[config.mk]
export PLATFORM = sky130hd
export DESIGN_NAME = ps2_host_tx
export DESIGN_NICKNAME = d
export VERILOG_FILES = /design/src/rtl/ps2_host_tx.sv
export SDC_FILE = /design/constraint.sdc
export NUM_CORES = 1
export LEC_CHECK = 0
export BUFFER_PORTS_ARGS = -buffer_cell sky130_fd_sc_hd__buf_4
export CELL_PAD_IN_SITES_DETAIL_PLACEMENT = 0
export CELL_PAD_IN_SITES_GLOBAL_PLACEMENT = 1
export CORE_MARGIN = 5
export CORE_UTILIZATION = 49
export CTS_BUF_LIST = sky130_fd_sc_hd__clkbuf_2
export DETAILED_ROUTE_END_ITERATION = 8
export PLACE_DENSITY = 0.87
export SETUP_SLACK_MARGIN = 0.3
export SYNTH_ARGS = -nofsm -noshare
export SYNTH_HDL_FRONTEND = slang
export SYNTH_SLANG_ARGS = --single-unit
[constraint.sdc]
create_clock -name clock -period 2.8 [get_ports clock]
set_input_delay 0.14 -clock clock [delete_from_list [all_inputs] [get_ports clock]]
set_output_delay 0.14 -clock clock [all_outputs]
set_load 0.05 [all_outputs]
[src/rtl/ps2_host_tx.sv]
// ps2_host_tx
//
// Host-to-device PS/2 transmitter. It sends one command byte to the keyboard,
// for example 0xED (set LEDs), 0xF4 (enable) or 0xFF (reset). The shared
// open-drain ps2_clk/ps2_data lines are driven only through drive-low enables.
// The top level builds the actual tristate buffers.
//
// Sequence for one byte:
//   1. Hold ps2_clk low for INHIBIT_CYCLES system clocks.
//   2. Pull ps2_data low (start bit) and release ps2_clk.
//   3. The device then clocks out the frame. On each device clock falling
//      edge, the host presents the next bit: data bits LSB first, odd parity,
//      then stop.
//   4. The device acknowledges by pulling ps2_data low on the 11th clock.
//
// Ports
//   clock               system clock; all logic is on its rising edge
//   reset               asynchronous, active-low reset
//   tx_valid/tx_data    command byte request; accepted when tx_valid && tx_ready
//   tx_ready            high while idle and able to accept a byte
//   busy                high from acceptance until the FSM is idle again
//   tx_done             one-cycle pulse: byte acknowledged by the device
//   tx_error            one-cycle pulse: timeout or missing ACK
//   ps2_clk_in          raw ps2_clk line level
//   ps2_data_in         raw ps2_data line level
//   ps2_clk_drive_low   1 pulls ps2_clk low, 0 releases it
//   ps2_data_drive_low  1 pulls ps2_data low, 0 releases it

module ps2_host_tx #(
    parameter int INHIBIT_CYCLES = 5000,
    parameter int TIMEOUT_CYCLES = 750000
) (
    input  logic       clock,
    input  logic       reset,
    input  logic       tx_valid,
    input  logic [7:0] tx_data,
    output logic       tx_ready,
    output logic       busy,
    output logic       tx_done,
    output logic       tx_error,
    input  logic       ps2_clk_in,
    input  logic       ps2_data_in,
    output logic       ps2_clk_drive_low,
    output logic       ps2_data_drive_low
);

    localparam int INH_W = $clog2(INHIBIT_CYCLES + 1);
    localparam int TO_W  = $clog2(TIMEOUT_CYCLES + 1);

    localparam logic [INH_W-1:0] INH_LAST  = INH_W'(INHIBIT_CYCLES - 1);
    localparam logic [INH_W-1:0] INH_START = INH_W'(INHIBIT_CYCLES - 2);
    localparam logic [TO_W-1:0]  TO_LIMIT  = TO_W'(TIMEOUT_CYCLES);

    localparam logic [2:0] S_IDLE      = 3'd0;
    localparam logic [2:0] S_INHIBIT   = 3'd1;
    localparam logic [2:0] S_REQ       = 3'd2;
    localparam logic [2:0] S_SEND      = 3'd3;
    localparam logic [2:0] S_ACK       = 3'd4;
    localparam logic [2:0] S_WAIT_IDLE = 3'd5;

    logic [1:0]       r_clkSync;
    logic [1:0]       r_dataSync;
    logic             r_clkPrev;
    logic [2:0]       r_state;
    logic [9:0]       r_shift;
    logic [3:0]       r_bitCnt;
    logic [INH_W-1:0] r_inhCnt;
    logic [TO_W-1:0]  r_toCnt;
    logic             r_clkDrive;
    logic             r_dataDrive;
    logic             r_txDone;
    logic             r_txError;

    logic w_clkS;
    logic w_dataS;
    logic w_fe;
    logic w_idle;
    logic w_accept;
    logic w_timeout;

    // Two-stage synchronizers for both bus lines.
    // They reset to 1, the idle bus level, so leaving reset never produces
    // a spurious falling edge.
    always_ff @(posedge clock or negedge reset) begin
        if (!reset) begin
            r_clkSync  <= 2'b11;
            r_dataSync <= 2'b11;
            r_clkPrev  <= 1'b1;
        end else begin
            r_clkSync  <= {r_clkSync[0], ps2_clk_in};
            r_dataSync <= {r_dataSync[0], ps2_data_in};
            r_clkPrev  <= r_clkSync[1];
        end
    end

    assign w_clkS  = r_clkSync[1];
    assign w_dataS = r_dataSync[1];
    assign w_fe    = r_clkPrev & ~w_clkS;

    // The pulse cycle still counts as busy.
    // A new byte can therefore only be taken the cycle after done/error.
    assign w_idle    = (r_state == S_IDLE);
    assign tx_ready  = w_idle & ~r_txDone & ~r_txError;
    assign busy      = ~tx_ready;
    assign w_accept  = tx_valid & tx_ready;
    assign w_timeout = (r_toCnt == TO_LIMIT);

    assign tx_done            = r_txDone;
    assign tx_error           = r_txError;
    assign ps2_clk_drive_low  = r_clkDrive;
    assign ps2_data_drive_low = r_dataDrive;

    // Transfer FSM.
    // Bits leave the LSB end of a right-shifting frame register, so each
    // device clock falling edge presents r_shift[0].
    // The timeout counter is shared by every state that waits on the device:
    //   - a falling edge always clears it, even when it hits the limit in the
    //     same cycle;
    //   - otherwise it stops at the limit, which raises the error.
    always_ff @(posedge clock or negedge reset) begin
        if (!reset) begin
            r_state     <= S_IDLE;
            r_shift     <= '0;
            r_bitCnt    <= '0;
            r_inhCnt    <= '0;
            r_toCnt     <= '0;
            r_clkDrive  <= 1'b0;
            r_dataDrive <= 1'b0;
            r_txDone    <= 1'b0;
            r_txError   <= 1'b0;
        end else begin
            r_txDone  <= 1'b0;
            r_txError <= 1'b0;
            case (r_state)
                S_IDLE: begin
                    if (w_accept) begin
                        r_shift     <= {1'b1, ~^tx_data, tx_data};
                        r_inhCnt    <= '0;
                        r_clkDrive  <= 1'b1;
                        r_dataDrive <= (INHIBIT_CYCLES == 1);
                        r_state     <= S_INHIBIT;
                    end
                end

                S_INHIBIT: begin
                    // Start bit goes low during the final inhibit cycle.
                    if (r_inhCnt == INH_START) begin
                        r_dataDrive <= 1'b1;
                    end
                    if (r_inhCnt == INH_LAST) begin
                        r_clkDrive <= 1'b0;
                        r_toCnt    <= '0;
                        r_state    <= S_REQ;
                    end else begin
                        r_inhCnt <= r_inhCnt + 1'b1;
                    end
                end

                S_REQ, S_SEND, S_ACK, S_WAIT_IDLE: begin
                    if (w_fe) begin
                        r_toCnt <= '0;
                    end else if (!w_timeout) begin
                        r_toCnt <= r_toCnt + 1'b1;
                    end

                    if (r_state == S_WAIT_IDLE) begin
                        if (w_clkS && w_dataS) begin
                            r_txDone <= 1'b1;
                            r_state  <= S_IDLE;
                        end else if (!w_fe && w_timeout) begin
                            r_clkDrive  <= 1'b0;
                            r_dataDrive <= 1'b0;
                            r_txError   <= 1'b1;
                            r_toCnt     <= '0;
                            r_state     <= S_IDLE;
                        end
                    end else if (w_fe) begin
                        if (r_state == S_REQ) begin
                            r_dataDrive <= ~r_shift[0];
                            r_shift     <= {1'b0, r_shift[9:1]};
                            r_bitCnt    <= 4'd1;
                            r_state     <= S_SEND;
                        end else if (r_state == S_SEND) begin
                            // Count 9 presents the stop bit, which releases
                            // the data line.
                            r_dataDrive <= ~r_shift[0];
                            r_shift     <= {1'b0, r_shift[9:1]};
                            r_bitCnt    <= r_bitCnt + 1'b1;
                            if (r_bitCnt == 4'd9) begin
                                r_state <= S_ACK;
                            end
                        end else begin
                            // The device ACKs by holding data low on the
                            // 11th clock.
                            r_dataDrive <= 1'b0;
                            if (!w_dataS) begin
                                r_state <= S_WAIT_IDLE;
                            end else begin
                                r_txError <= 1'b1;
                                r_state   <= S_IDLE;
                            end
                        end
                    end else if (w_timeout) begin
                        r_clkDrive  <= 1'b0;
                        r_dataDrive <= 1'b0;
                        r_txError   <= 1'b1;
                        r_toCnt     <= '0;
                        r_state     <= S_IDLE;
                    end
                end

                default: begin
                    r_clkDrive  <= 1'b0;
                    r_dataDrive <= 1'b0;
                    r_state     <= S_IDLE;
                end
            endcase
        end
    end

endmodule

==> impl_metrics.csv <==
group,metric,value,unit
synthesis,ys_top_cells_by_area,"dfrtp_1 42%, o21ai_0 5.7%, dfstp_2 4.1%, a21oi_1 3.9%, nand2_1 3.7%",
critical_path,cp_cell_sequence,"inv_1 -> ha_1 -> and4bb_1 -> nand4bb_1 -> or2_1 -> a311oi_4 -> nand2b_2 -> a221o_1",
sta,clock.fmax,446,MHz
status,outcome,"finished clean",
critical_path,crit_arrival,2610,ps
place,finalWeightedCongestion,0.790,
sta,worstMarginPinSlew,741,ps
clock_network,cts_buffers,9,
synthesis,ys.flop_type,"dfrtp_1",
grt,track_usage,17.6,%
final_layout,final_net_count,396,
sta,min_period,2240,ps
sta,setup_tns,0,ps
detailed_routing,wire_per_inst,14.8,um
critical_path,critPathLaunchType,"flop",
synthesis,synth_edf_count,0,
synthesis,synthesis.nets,362,
grt,antenna_found_initial,0,
sta,drv_slew,0,
sta,max_slew_margin,50.6,%
detailed_routing,num_vias,2598,
floorplanning,fp.dieW,91.3,um
power_and_ir_drop,powerDensity,383,nW/um^2
grt,grt_pass1_wl,12.0,mm
sta,fin_worst_skew,40.3,ps
floorplanning,io_pins,19,
detailed_routing,first_pass_iters,4,
grt,grt_pass1_vias,2494,
critical_path,critical_path_class,"flop to flop",
floorplanning,rows,29,
final_layout,final_core_util,57.4,%
clock_network,clockBufferDepth,2,
detailed_routing,routed_via_density,5.66,
sta,holdWs,207,ps
sta,hold_viol,0,
grt,grt_max_degree,60,
clock_network,clk_pin_slew,200,ps
final_layout,synthToLayoutAreaGrowth,13.1,%
synthesis,synth_seq_cells,59,
clock_network,htreeDepth,3,
power_and_ir_drop,finalPower,0.00141,W
synthesis,async_flop_share,100,%
clock_network,cts_resized,0,
synthesis,synth-seq-area-share,45.8,%
place,dp_hpwl,4.68,mm
final_layout,fillers,584,
worst_hold_path,hold_path_class,"input port to asynchronous set/reset pin",
critical_path,cpMaxStageDelayCell,"dfrtp_1",
synthesis,yosysUniqueCellTypes,52,
critical_path,cpPeakStageDelay,460,ps
synthesis,syn_area,3240,sq um
sta,rsz0062_at_grt,"no",
clock_network,clk-insertion-delay-late,500,ps
critical_path,cp.required,3170,ps
clock_network,cts_tree,"yes",
critical_path,cp-end-kind,"flop",
floorplanning,floorplan.initialDensity,50.7,%
final_layout,layout-drive-gt1-share,14.1,%
power_and_ir_drop,ir_worst_vdd,0.385,mV
synthesis,syn_area_per_cell,9.45,sq um
detailed_routing,ant_nets,0,
job,maxCapViolCount,0,
grt,grt_overflow,0,
synthesis,syn_inst,343,
final_layout,diodes,0,
synthesis,yosys_warnings,0,
synthesis,synth_top_area_share,41.7,%
clock_network,cts_setup_buffers,0,
synthesis,synth_top_area_cell,"dfrtp_1",
place,placed_cells,432,
floorplanning,coreArea,6390,sq um
power_and_ir_drop,leakagePower,1.53,nW
critical_path,path_max_fanout,6,
sta,period_share,80.1,%
place,port_buffers,18,
detailed_routing,wl,6.77,mm
sta,finalSetupViolCount,0,
floorplanning,die_h,91.3,um
floorplanning,die-area,8340,sq um
clock_network,root_buffer,"clkbuf_2",
clock_network,cts.sinks,59,
final_layout,final_cell_count_no_fill,459,
detailed_routing,drt_iter0_markers,125,
detailed_routing,drc,0,
-- what timing repair did --
item / 4_1_cts / 5_1_grt
hold buffers: 11 / 0
endpoints found under the setup margin: 0 / 0
hold endpoints to repair: 64 / 0
-- cell usage after synthesis (all sizes together) (3+ instances only) --
cell type,count
nand2,33
dfrtp,54
a22o,4
xor2,8
and2,5
xnor2,11
nor2,29
ha,6
nor3,8
inv,10
o21ai,40
dfstp,5
buf,5
or3,7
a21o,4
nand3,10
nor2b,8
clkbuf,7
o31ai,8
a21oi,25
nor4b,4
mux2i,10
nand2b,3
and3,5
nand4,8
-- cells by family (layout without fill, tap and decap cells) --
group,after synthesis,count (layout),synth area share [%]
mux,12,12,3.78
buf+inv,22,61,2.93
fa+ha+maj,6,6,2.32
compound gates,95,95,18.1
flops,59,59,45.8
xor+xnor,19,19,5.14
simple gates,130,130,22.0
-- flip-flops by register name (all words and copies together), names as in the netlist --
signal              count
r_clkSync               2
r_dataSync              2
r_inhCnt               13
r_bitCnt                4
r_shift                10
r_toCnt                20
ps2_data_drive_low      1
tx_error                1
ps2_clk_drive_low       1
r_state                 3
r_clkPrev               1
tx_done                 1
-- through the flow --
step | cell area [sq um] | setup slack (ps)
2_1_floorplan | 3250 | 346
3_3_place_gp | 3470 | 678
3_5_place_dp | 3470 | 584
4_1_cts | 3670 | 543
5_1_grt | 3670 | 389
6_report | 3670 | 558
-- area by class of cell --
| class | count | area [sq um] | share of cell area, % |
|---|---|---|---|
| Clock buffer | 9 | 45.0 | 1.23 |
| Clock inverter | 7 | 45.0 | 1.23 |
| Inverter | 10 | 37.5 | 1.02 |
| Multi-Input combinational cell | 262 | 1670 | 45.5 |
| Sequential cell | 59 | 1480 | 40.4 |
| Tap cell | 77 | 96.3 | 2.63 |
| Timing Repair Buffer | 35 | 290 | 7.92 |
-- cells in the final DEF, fill, tap and decap left out, drive strengths merged, types with 9 or more instances in the layout --
cell         count
buf             24
o21ai           40
xnor2           11
a21oi           25
mux2i           10
dlygate4sd3     11
nand3           10
nand2           33
clkbuf           9
dfrtp           54
inv             10
nor2            29
-- report_power, final --
| group | internal (W) | switching [W] | total [W] |
|---|---|---|---|
| registers | 0.000870 | 0.00000840 | 0.000878 |
| clock network | 0.000111 | 0.000331 | 0.000441 |
| logic | 0.0000428 | 0.0000436 | 0.0000864 |
-- critical path, delay by kind of cell, from the launching register on --
kind | cells | cell delay (ps)
buffers and inverters | 1 | 70
AO/OA/AOI/OAI | 2 | 650
adder cells (fa/ha/maj) | 1 | 120
flip-flops | 1 | 460
AND/OR/NAND/NOR | 4 | 830
-- routing by layer --
layer	wire (um)	share of wire [%]	track usage [%]	up-vias
met4	65	0.96	5.50	0
li1	-	-	-	1303
met3	164	2.4	4.71	6
met5	0	0	0	-
met1	3240	48	23.5	1269
met2	3300	49	28.1	20
-- final timing paths --
path / slack [ps] / start / end / depth (start not counted)
worst max-delay path: 560 / r_toCnt[1] / r_state[2] / 8
worst min-delay path: 210 / reset / r_inhCnt[6] / 2
worst max register to register: 560 / r_toCnt[1] / r_state[2] / 8
worst min register to register: 370 / r_clkSync[0] / r_clkSync[1] / 0
max in group asynchronous: 2050 / reset / r_bitCnt[3] / 2
min in group clock: 210 / tx_valid / r_inhCnt[2] / 3
Power figures use the tool's default switching activity.
